--- src/rtl/ldst_unit.sv ---
// ldst_unit: load/store unit with req/ack memory handshake and register write-back.
// Optional LDST_TIMEOUT_EN adds an ack timeout with a sticky err flag.
module ldst_unit #(
  parameter int W = 8,
  parameter int A = 8,
  parameter int TIMEOUT = 15
) (
  input  logic         CLK,
  input  logic         reset_n,
  input  logic         start,
  input  logic         is_store,
  input  logic [W-1:0] addr,
  input  logic [W-1:0] wdata,
  output logic         busy,
  output logic         done,
  output logic         wb_en,
  output logic [W-1:0] wb_data,
  output logic         mem_req,
  output logic         mem_we,
  output logic [A-1:0] mem_addr,
  output logic [W-1:0] mem_wdata,
  input  logic         mem_ack,
  input  logic [W-1:0] mem_rdata,
  output logic         err
);
  typedef enum logic [1:0] {IDLE, REQ, DONE} state_e;
  state_e       state_q;
  logic         ld_q;
  logic [A-1:0] addr_q;
  logic [W-1:0] wdata_q;
  logic [W-1:0] rdata_q;
  logic         expire;
`ifdef LDST_TIMEOUT_EN
  localparam int CW = $clog2(TIMEOUT + 1);
  logic [CW-1:0] cnt_q;
  logic          err_q;
  assign expire = cnt_q == CW'(TIMEOUT - 1);
  assign err    = err_q;
  always_ff @(posedge CLK or negedge reset_n) begin
    if (!reset_n) begin
      cnt_q <= '0;
      err_q <= 1'b0;
    end else begin
      cnt_q <= (state_q == REQ) ? cnt_q + 1'b1 : '0;
      err_q <= err_q | (state_q == REQ && !mem_ack && expire);
    end
  end
`else
  assign expire = 1'b0;
  assign err    = 1'b0;
`endif
  always_ff @(posedge CLK or negedge reset_n) begin
    if (!reset_n) begin
      state_q <= IDLE;
      ld_q    <= 1'b0;
      addr_q  <= '0;
      wdata_q <= '0;
      rdata_q <= '0;
    end else begin
      case (state_q)
        IDLE: if (start) begin
          state_q <= REQ;
          ld_q    <= !is_store;
          addr_q  <= A'(addr);
          wdata_q <= wdata;
        end
        REQ: if (mem_ack) begin
          state_q <= DONE;
          if (ld_q) rdata_q <= mem_rdata;
        end else if (expire) begin
          // a timed-out load completes without write-back
          state_q <= DONE;
          ld_q    <= 1'b0;
        end
        default: state_q <= IDLE;
      endcase
    end
  end
  assign busy      = state_q != IDLE;
  assign mem_req   = state_q == REQ;
  assign mem_we    = mem_req && !ld_q;
  assign done      = state_q == DONE;
  assign wb_en     = done && ld_q;
  assign wb_data   = rdata_q;
  assign mem_addr  = addr_q;
  assign mem_wdata = wdata_q;
endmodule

--- config.mk ---
export PLATFORM = sky130hd
export DESIGN_NAME = ldst_unit
export DESIGN_NICKNAME = d
export VERILOG_FILES = /design/src/rtl/ldst_unit.sv
export SDC_FILE = /design/constraint.sdc
export NUM_CORES = 1
export LEC_CHECK = 0
export CORE_UTILIZATION = 59
export DETAILED_ROUTE_END_ITERATION = 7
export DONT_BUFFER_PORTS = 1
export PLACE_DENSITY_LB_ADDON = 0.1
export SYNTH_ARGS = -nofsm -noshare
export SYNTH_HDL_FRONTEND = slang
export SYNTH_SLANG_ARGS = --single-unit
--- constraint.sdc ---
create_clock -name CLK -period 1.8 [get_ports CLK]
set_input_delay 0.36 -clock CLK [delete_from_list [all_inputs] [get_ports CLK]]
set_output_delay 0.36 -clock CLK [all_outputs]
set_load 0.1 [all_outputs]
==> results.sh, run 1 <==
export IMPL_status="completed"
export IMPL_skew_ns=0.01225
export IMPL_grt_pass1_vias=600
export IMPL_cts_max_path_buffers=2
export IMPL_ys_warn_count=0
export IMPL_yosysTopAreaCellShare_pct=60.54
export IMPL_setup_violations=0
export IMPL_final_cell_mix="dfrtp_1, mux2_2, mux2_4"
export IMPL_drive_gt1_share_pct=54.05
export IMPL_netlist_area_sq_um=1116
export IMPL_maxSlewViolCount=0
export IMPL_fin_setup_tns_ns=0
export IMPL_hold_start="is_store"
export IMPL_grt_antenna_before_repair=0
export IMPL_yosysUniqueCellTypes=17
export IMPL_clock_fmax_mhz=578.3
export IMPL_cts_tree="done"
export IMPL_drc=0
export IMPL_synth_area_per_cell_sq_um=16.66
export IMPL_layout_nets=104
export IMPL_min_path_type="in -> reg"
export IMPL_slew_limit_headroom_pct=38.86
export IMPL_hpwl_um=1285
export IMPL_ios=59
export IMPL_reg2reg_to="mem_wdata[3]"
export IMPL_num_vias=565
export IMPL_min_period_ns=1.729
export IMPL_grt_overflow=0
export IMPL_postSynth_asyncResetShare_pct=100.0
export IMPL_cts_root_buf="clkbuf_4"
export IMPL_fp_dieH_um=45.50
export IMPL_rows=15
export IMPL_cts_sinks=27
export IMPL_synth_edf_count=0
export IMPL_layout_cells_most_common="dfrtp_1"
export IMPL_yosysSeqAreaShare_pct=60.54
export IMPL_synth_seq_cells=27
export IMPL_fillCellCount=129
export IMPL_fin_crit_sh_pct=96.07
export IMPL_drv_cap=0
export IMPL_firstDrtPassIters=3
export IMPL_worst_slew_pin_slew_ns=0.9171
export IMPL_crit_type="reg -> out"
export IMPL_worstPathMaxFanout=7
export IMPL_start_util_pct=63.94
export IMPL_r2r_start="state_q[0]"
export IMPL_wl_per_cell_um=17.18
export IMPL_antennaDiodeCount=0
export IMPL_syn_inst=67
export IMPL_vias_per_cell=5.707
export IMPL_reg2reg_setup_slack_ns=0.30
export IMPL_hold_viol_final=0
export IMPL_clk_pin_slew_worst_paths_ns=0.15
export IMPL_cts_buffers_inserted=3
export IMPL_die_w_um=45.50
export IMPL_reg2reg_depth=3
export IMPL_arrival_ns=1.37
export IMPL_drt_total_wl_um=1701
export IMPL_design_core_area_sq_um=1745
export IMPL_gp_congestion=0.6303
export IMPL_yosysTopAreaCell="dfrtp_1"
export IMPL_port_buffers=0
export IMPL_syn_nets=96
export IMPL_synthFlopType="dfrtp_1"
export IMPL_dieArea_sq_um=2070
export IMPL_critPathLaunchType="flip-flop"
export IMPL_drt_iter0_markers=1
export IMPL_synth_area_top_cells="dfrtp_1, mux2_2, mux2_4, buf_12, and2_1"
export IMPL_required_ns=1.44
export IMPL_holdPathEnd="ld_q"
export IMPL_ctsHtreeMaxLevel=1
export IMPL_end_kind="output port"
export IMPL_drt_antenna_violating_nets=0
export IMPL_grtUsageTotal_pct=17.97
export IMPL_grt_max_degree=28
export IMPL_final_core_util_pct=69.75
export IMPL_holdPathStages=1
export IMPL_grt_pass1_wl_um=2580
export IMPL_rsz0062_at_grt="false"
export IMPL_syn_to_final_growth_pct=9.081
export IMPL_clock_latency_ns=0.32
==> routing by layer <==
| layer | track usage (%) | vias up | share of wire (%) |
|---|---|---|---|
| met5 | 0 | - | 0 |
| met4 | 5.455 | 0 | 0 |
| met3 | 4.762 | 0 | 8.6 |
| met2 | 33.14 | 32 | 55 |
| met1 | 19.84 | 290 | 37 |
| li1 | - | 243 | - |
==> sequential cells by signal (all words and copies together) (netlist names) <==
signal / count
mem_wdata: 8
ld_q: 1
state_q: 2
wb_data: 8
mem_addr: 8
==> kinds of logic after synthesis <==
family	after synthesis	share of synthesized area, %
AO/OA/AOI/OAI	1	0.4480
buffers and inverters	3	2.803
flip-flops	27	60.54
multiplexers	25	28.14
other	1	0.3360
AND/OR/NAND/NOR	10	7.737
==> cell usage after synthesis (3+ instances only) <==
cell	instances
dfrtp_1	27
mux2_2	15
mux2_4	9
and2_1	3
==> layout make-up <==
type                            instances  area [sq um]  share of cell area (%)
Tap cell                               25         31.28                   2.569
Timing Repair Buffer                    5         52.55                   4.317
Multi-Input combinational cell         37         422.9                   34.74
Clock buffer                            3         22.52                   1.850
Sequential cell                        27         676.9                   55.60
Clock inverter                          1         7.507                  0.6166
Inverter                                1         3.754                  0.3083
==> how the worst max path moves through the flow <==
stage          cells past startpoint  startpoint      endpoint  slack [ns]
2_1_floorplan                      2  state_q[0]        mem_we       -0.02
3_3_place_gp                       3  state_q[0]  mem_wdata[4]        0.34
3_5_place_dp                       3  state_q[0]  mem_wdata[3]        0.31
4_1_cts                            2  state_q[0]         wb_en        0.03
5_1_grt                            2  state_q[1]         wb_en       0.003
6_report                           2  state_q[0]         wb_en        0.07
==> worst max-delay path: stages, from the launching register on <==
cell,delay [ns]
dfrtp_2,0.49
and2b_2,0.23
and2_4,0.33
==> stage by stage <==
step	std cells	cell area (sq um)	worst slack, ns	hold WS (ns)
after floorplan	67	1130	-0.02424	0.06441
after global placement	93	1156	0.3414	0.06488
after detailed placement	93	1156	0.3109	0.06494
after CTS	99	1216	0.03471	0.1163
after global routing	99	1217	0.003326	0.09965
final	99	1217	0.07080	0.1143
==> repair_timing <==
action | 4_1_cts | 5_1_grt
setup buffers | 0 | 0
hold buffers | 2 | 0
endpoints found under the hold margin | 27 | 0
endpoints found under the setup margin | 0 | 2
gates resized for setup | 0 | 1
Power of run 1 is not shown: default switching activity piles up to over one toggle a cycle in this logic, so the estimate is an artifact.
==> run 2: changes to the inputs <==
--- a/constraint.sdc
+++ b/constraint.sdc
@@ -3,2 +3,2 @@
 set_output_delay 0.36 -clock CLK [all_outputs]
-set_load 0.1 [all_outputs]
+set_load 0.01 [all_outputs]
==> run 2 against run 1 <==
Effect of this change: clock-buffer cell count grew 1; utilization shrank 1.5 points; flip-flop and latch count is the same; cell count shrank 1.0%; via count shrank 3.7%; non-clock buffer count shrank 1; clock skew shrank 0.0056 ns; hold slack gained 0.0054 ns; routed wire length shrank 4.4%; critical path type unchanged; highest routed layer is now met4.
==> results.sh, run 2 (synthesis gave the netlist of run 1 again) <==
export IMPL_cts_max_path_buffers=2
export IMPL_p_leak_nw=0.5438
export IMPL_slowest_delay_ns=0.50
export IMPL_crit_type="reg -> out"
export IMPL_critPathBufInv=0
export IMPL_cts_root_buf="clkbuf_4"
export IMPL_arrival_ns=1.37
export IMPL_setup_violations=0
export IMPL_worstPathMaxFanout=7
export IMPL_num_vias=544
export IMPL_highest_layer="met4"
export IMPL_start_util_pct=63.94
export IMPL_peakVddDrop_v=0.0008316
export IMPL_status="completed"
export IMPL_antennaDiodeCount=0
export IMPL_ctsHtreeMaxLevel=1
export IMPL_place_area_sq_um=1135
export IMPL_fin_setup_tns_ns=0
export IMPL_dr_wl_met3_um=164
export IMPL_min_path_type="in -> reg"
export IMPL_wl_met1_um=649
export IMPL_firstDrtPassIters=3
export IMPL_port_buffers=0
export IMPL_fin_crit_sh_pct=95.93
export IMPL_wl_per_cell_um=16.60
export IMPL_final_cells=98
export IMPL_cts_buffers_inserted=3
export IMPL_design_core_area_sq_um=1745
export IMPL_cp_top_family="simple AND/OR/NAND/NOR gates"
export IMPL_syn_to_final_growth_pct=6.726
export IMPL_die_w_um=45.50
export IMPL_hold_viol_final=0
export IMPL_route_met2_wl_um=800
export IMPL_final_core_util_pct=68.24
export IMPL_vias_per_cell=5.551
export IMPL_grt_max_degree=28
export IMPL_critPathLaunchType="flip-flop"
export IMPL_grt_pass1_vias=544
export IMPL_drv_cap=0
export IMPL_rows=15
export IMPL_grt_pass1_wl_um=2359
export IMPL_required_ns=1.44
export IMPL_grtUsageTotal_pct=16.67
export IMPL_crit_slowest_cell="dfrtp_1"
export IMPL_drt_total_wl_um=1627
export IMPL_clock_fmax_mhz=579.1
export IMPL_clk_pin_slew_worst_paths_ns=0.13
export IMPL_dieArea_sq_um=2070
export IMPL_postCtsSetupBuffers=0
export IMPL_cts_tree="done"
export IMPL_crit_chain="nor2b_1 > and2_1"
export IMPL_grt_antenna_before_repair=0
export IMPL_stdcell_area_sq_um=1191
export IMPL_grt_overflow=0
export IMPL_fp_dieH_um=45.50
export IMPL_clock_latency_ns=0.31
export IMPL_drt_iter0_markers=2
export IMPL_min_period_ns=1.727
export IMPL_final_cell_mix="dfrtp_1, mux2_2, mux2_4"
export IMPL_dp_cells=92
export IMPL_drt_antenna_violating_nets=0
export IMPL_layout_cells_most_common="dfrtp_1"
export IMPL_ios=59
export IMPL_gp_congestion=0.6594
export IMPL_power_per_cell_area_nw_per_um2=1546
export IMPL_rsz0062_at_grt="false"
export IMPL_finalPower_mw=1.841
export IMPL_cts_sinks=27
export IMPL_maxSlewViolCount=0
export IMPL_drc=0
export IMPL_skew_ns=0.006639
export IMPL_end_kind="output port"
export IMPL_drive_gt1_share_pct=45.21
export IMPL_layout_nets=103
## run 2: through the flow
stage                     setup WS [ns]  hold slack (ns)
after detailed placement         0.4329          0.06489
after floorplan                  0.3662          0.06441
after global placement           0.4681          0.06489
final                           0.07320           0.1196
after global routing            0.01106          0.08590
after CTS                       0.07174           0.1098
## run 2: per-layer routing
layer	GRT usage, %	vias to the layer above
met2	29.14	33
met1	18.42	270
li1	-	239
met3	5.159	2
met4	7.273	0
met5	0	-
## run 2: what timing repair did
action                                 4_1_cts  5_1_grt
hold buffers                                 2        0
resized for setup                            0        0
endpoints found under the hold margin       27        0
## run 2: layout make-up
class	instances	area, sq um
sequential	27	675.6
fill	125	554.3
multi-input combinational	37	409.1
timing repair buffer	4	45.04
tap	25	31.28
clock buffer	4	26.28
inverter	1	3.754
## run 2: final timing paths
kind / start / end / slack [ns] / cells after the start
min in group asynchronous: reset_n / mem_wdata[0] / 0.48 / 2
min reg2reg: state_q[1] / state_q[0] / 0.57 / 1
min: is_store / ld_q / 0.12 / 1
max in group asynchronous: reset_n / mem_addr[0] / 1.16 / 2
max: state_q[0] / mem_we / 0.07 / 2
max reg2reg: state_q[0] / mem_wdata[2] / 0.43 / 3
## run 2: power by group
| part | total, mW | switching (mW) | internal, mW |
|---|---|---|---|
| combinational | 0.446 | 0.145 | 0.301 |
| clock | 0.243 | 0.157 | 0.0863 |
| sequential | 1.15 | 0.293 | 0.860 |
| total | 1.84 | 0.595 | 1.25 |
Power figures use the tool's default switching activity.
==> run 3: changes to the inputs <==
- CORE_MARGIN: unset -> 3
- PLACE_DENSITY_LB_ADDON: 0.1 -> 0.3
==> run 3 against run 2 <==
Effect of this change: utilization decreased by 0.94 points; register-to-register slack worse by 0.08 ns; clock skew shrank 0.0011 ns; critical path depth unchanged; critical endpoint is now wb_en; highest routed layer is now met3.
==> results.sh, run 3 (synthesis gave the netlist of run 1 again) <==
export IMPL_final_cell_mix="dfrtp_1, mux2_2, mux2_4"
export IMPL_drc=0
export IMPL_syn_to_final_growth_pct=6.390
export IMPL_cp_top_family="simple AND/OR/NAND/NOR gates"
export IMPL_drt_iter0_markers=1
export IMPL_arrival_ns=1.29
export IMPL_setup_violations=0
export IMPL_cts_buffers_inserted=3
export IMPL_slowest_delay_ns=0.48
export IMPL_fp_dieH_um=49.50
export IMPL_hold_viol_final=0
export IMPL_rows=15
export IMPL_clk_pin_slew_worst_paths_ns=0.14
export IMPL_min_period_ns=1.652
export IMPL_rsz0062_at_grt="false"
export IMPL_grtUsageTotal_pct=15.68
export IMPL_drive_gt1_share_pct=47.22
export IMPL_p_leak_nw=0.5422
export IMPL_grt_pass1_wl_um=2911
export IMPL_maxSlewViolCount=0
export IMPL_end_kind="output port"
export IMPL_cts_root_buf="clkbuf_4"
export IMPL_cts_tree="done"
export IMPL_wl_per_cell_um=18.55
export IMPL_power_per_cell_area_nw_per_um2=1563
export IMPL_reg2reg_setup_slack_ns=0.35
export IMPL_port_buffers=0
export IMPL_grt_antenna_before_repair=0
export IMPL_required_ns=1.44
export IMPL_layout_cells_most_common="dfrtp_1"
export IMPL_drt_total_wl_um=1799
export IMPL_skew_ns=0.005546
export IMPL_cts_sinks=27
export IMPL_num_vias=549
export IMPL_worstPathMaxFanout=7
export IMPL_fin_crit_sh_pct=91.76
export IMPL_gp_congestion=0.5770
export IMPL_vias_per_cell=5.660
export IMPL_cts_max_path_buffers=2
export IMPL_grt_max_degree=28
export IMPL_crit_slowest_cell="dfrtp_1"
export IMPL_grt_pass1_vias=592
export IMPL_crit_type="reg -> out"
export IMPL_drv_cap=0
export IMPL_ios=59
export IMPL_design_core_area_sq_um=1764
export IMPL_drt_antenna_violating_nets=0
export IMPL_fin_setup_tns_ns=0
export IMPL_dieArea_sq_um=2450
export IMPL_peakVddDrop_v=0.0008022
export IMPL_clock_latency_ns=0.31
export IMPL_hpwl_um=1329
export IMPL_firstDrtPassIters=2
export IMPL_min_path_type="in -> reg"
export IMPL_antennaDiodeCount=0
export IMPL_critPathLaunchType="flip-flop"
export IMPL_critPathBufInv=0
export IMPL_dp_cells=91
export IMPL_status="completed"
export IMPL_start_util_pct=63.26
export IMPL_crit_chain="and2b_1 > and2_1"
export IMPL_clock_fmax_mhz=605.4
export IMPL_final_cells=97
export IMPL_postCtsSetupBuffers=0
export IMPL_ctsHtreeMaxLevel=1
export IMPL_grt_overflow=0
export IMPL_die_w_um=49.50
export IMPL_layout_nets=102
-- run 3: cell types whose count changed in the layout (fill, tap and decap cells not counted) --
cell / change
nor2b_2: +1
nor2b_1: -1
clkinv_2: +1
buf_4: -1
clkbuf_1: -1
-- run 3: layer usage --
layer  share of wire [%]  global-route usage [%]  wire [um]
met2                  56                   27.90        999
met4                   0                   4.147          0
met1                  36                   17.04        646
met5                   0                       0          0
met3                 8.5                   6.647        153
-- run 3: report_power, final --
part | switching, mW | internal (mW) | leakage, nW
Sequential | 0.305 | 0.859 | 0.319
Clock | 0.166 | 0.0829 | 0.0177
Combinational | 0.146 | 0.297 | 0.205
-- run 3: layout make-up --
| class | instances | area, sq um |
|---|---|---|
| multi-input combinational | 37 | 411.6 |
| sequential | 27 | 675.6 |
| timing repair buffer | 3 | 37.54 |
| clock buffer | 3 | 22.52 |
| inverter | 1 | 3.754 |
| clock inverter | 1 | 5.005 |
| tap | 25 | 31.28 |
| fill | 148 | 576.8 |
-- run 3: final timing paths --
kind	startpoint	endpoint	cells past startpoint
setup / recovery	state_q[0]	wb_en	2
hold / removal	is_store	ld_q	1
setup reg to reg	state_q[0]	mem_wdata[3]	3
hold reg to reg	state_q[1]	state_q[0]	1
max in group asynchronous	reset_n	mem_addr[4]	2
min in group asynchronous	reset_n	mem_wdata[7]	2
-- run 3: what timing repair did --
action,in CTS,in global routing
endpoints found under the setup margin,0,1
hold buffers,2,0
resized for setup,0,1
hold endpoints to repair,27,0
-- run 3: per-stage QoR --
step / area (sq um) / hold WS (ns) / total power, mW / setup slack, ns / utilization [%]
2_1_floorplan: 1116 / 0.06441 / 1.526 / 0.3662 / -
3_3_place_gp: 1127 / 0.06487 / 1.583 / 0.4018 / 63.90
3_5_place_dp: 1127 / 0.06485 / 1.611 / 0.3656 / 63.90
4_1_cts: 1185 / 0.1125 / 1.877 / 0.04758 / 67.16
5_1_grt: 1187 / 0.1007 / 1.971 / 0.04903 / 67.31
6_report: 1187 / 0.1211 / 1.856 / 0.1483 / 67.31
-- run 3: worst register-to-register path, stage by stage (launching register included) --
cell     delay, ns
dfrtp_1       0.48
nor3b_4       0.20
buf_4         0.29
mux2_2        0.37
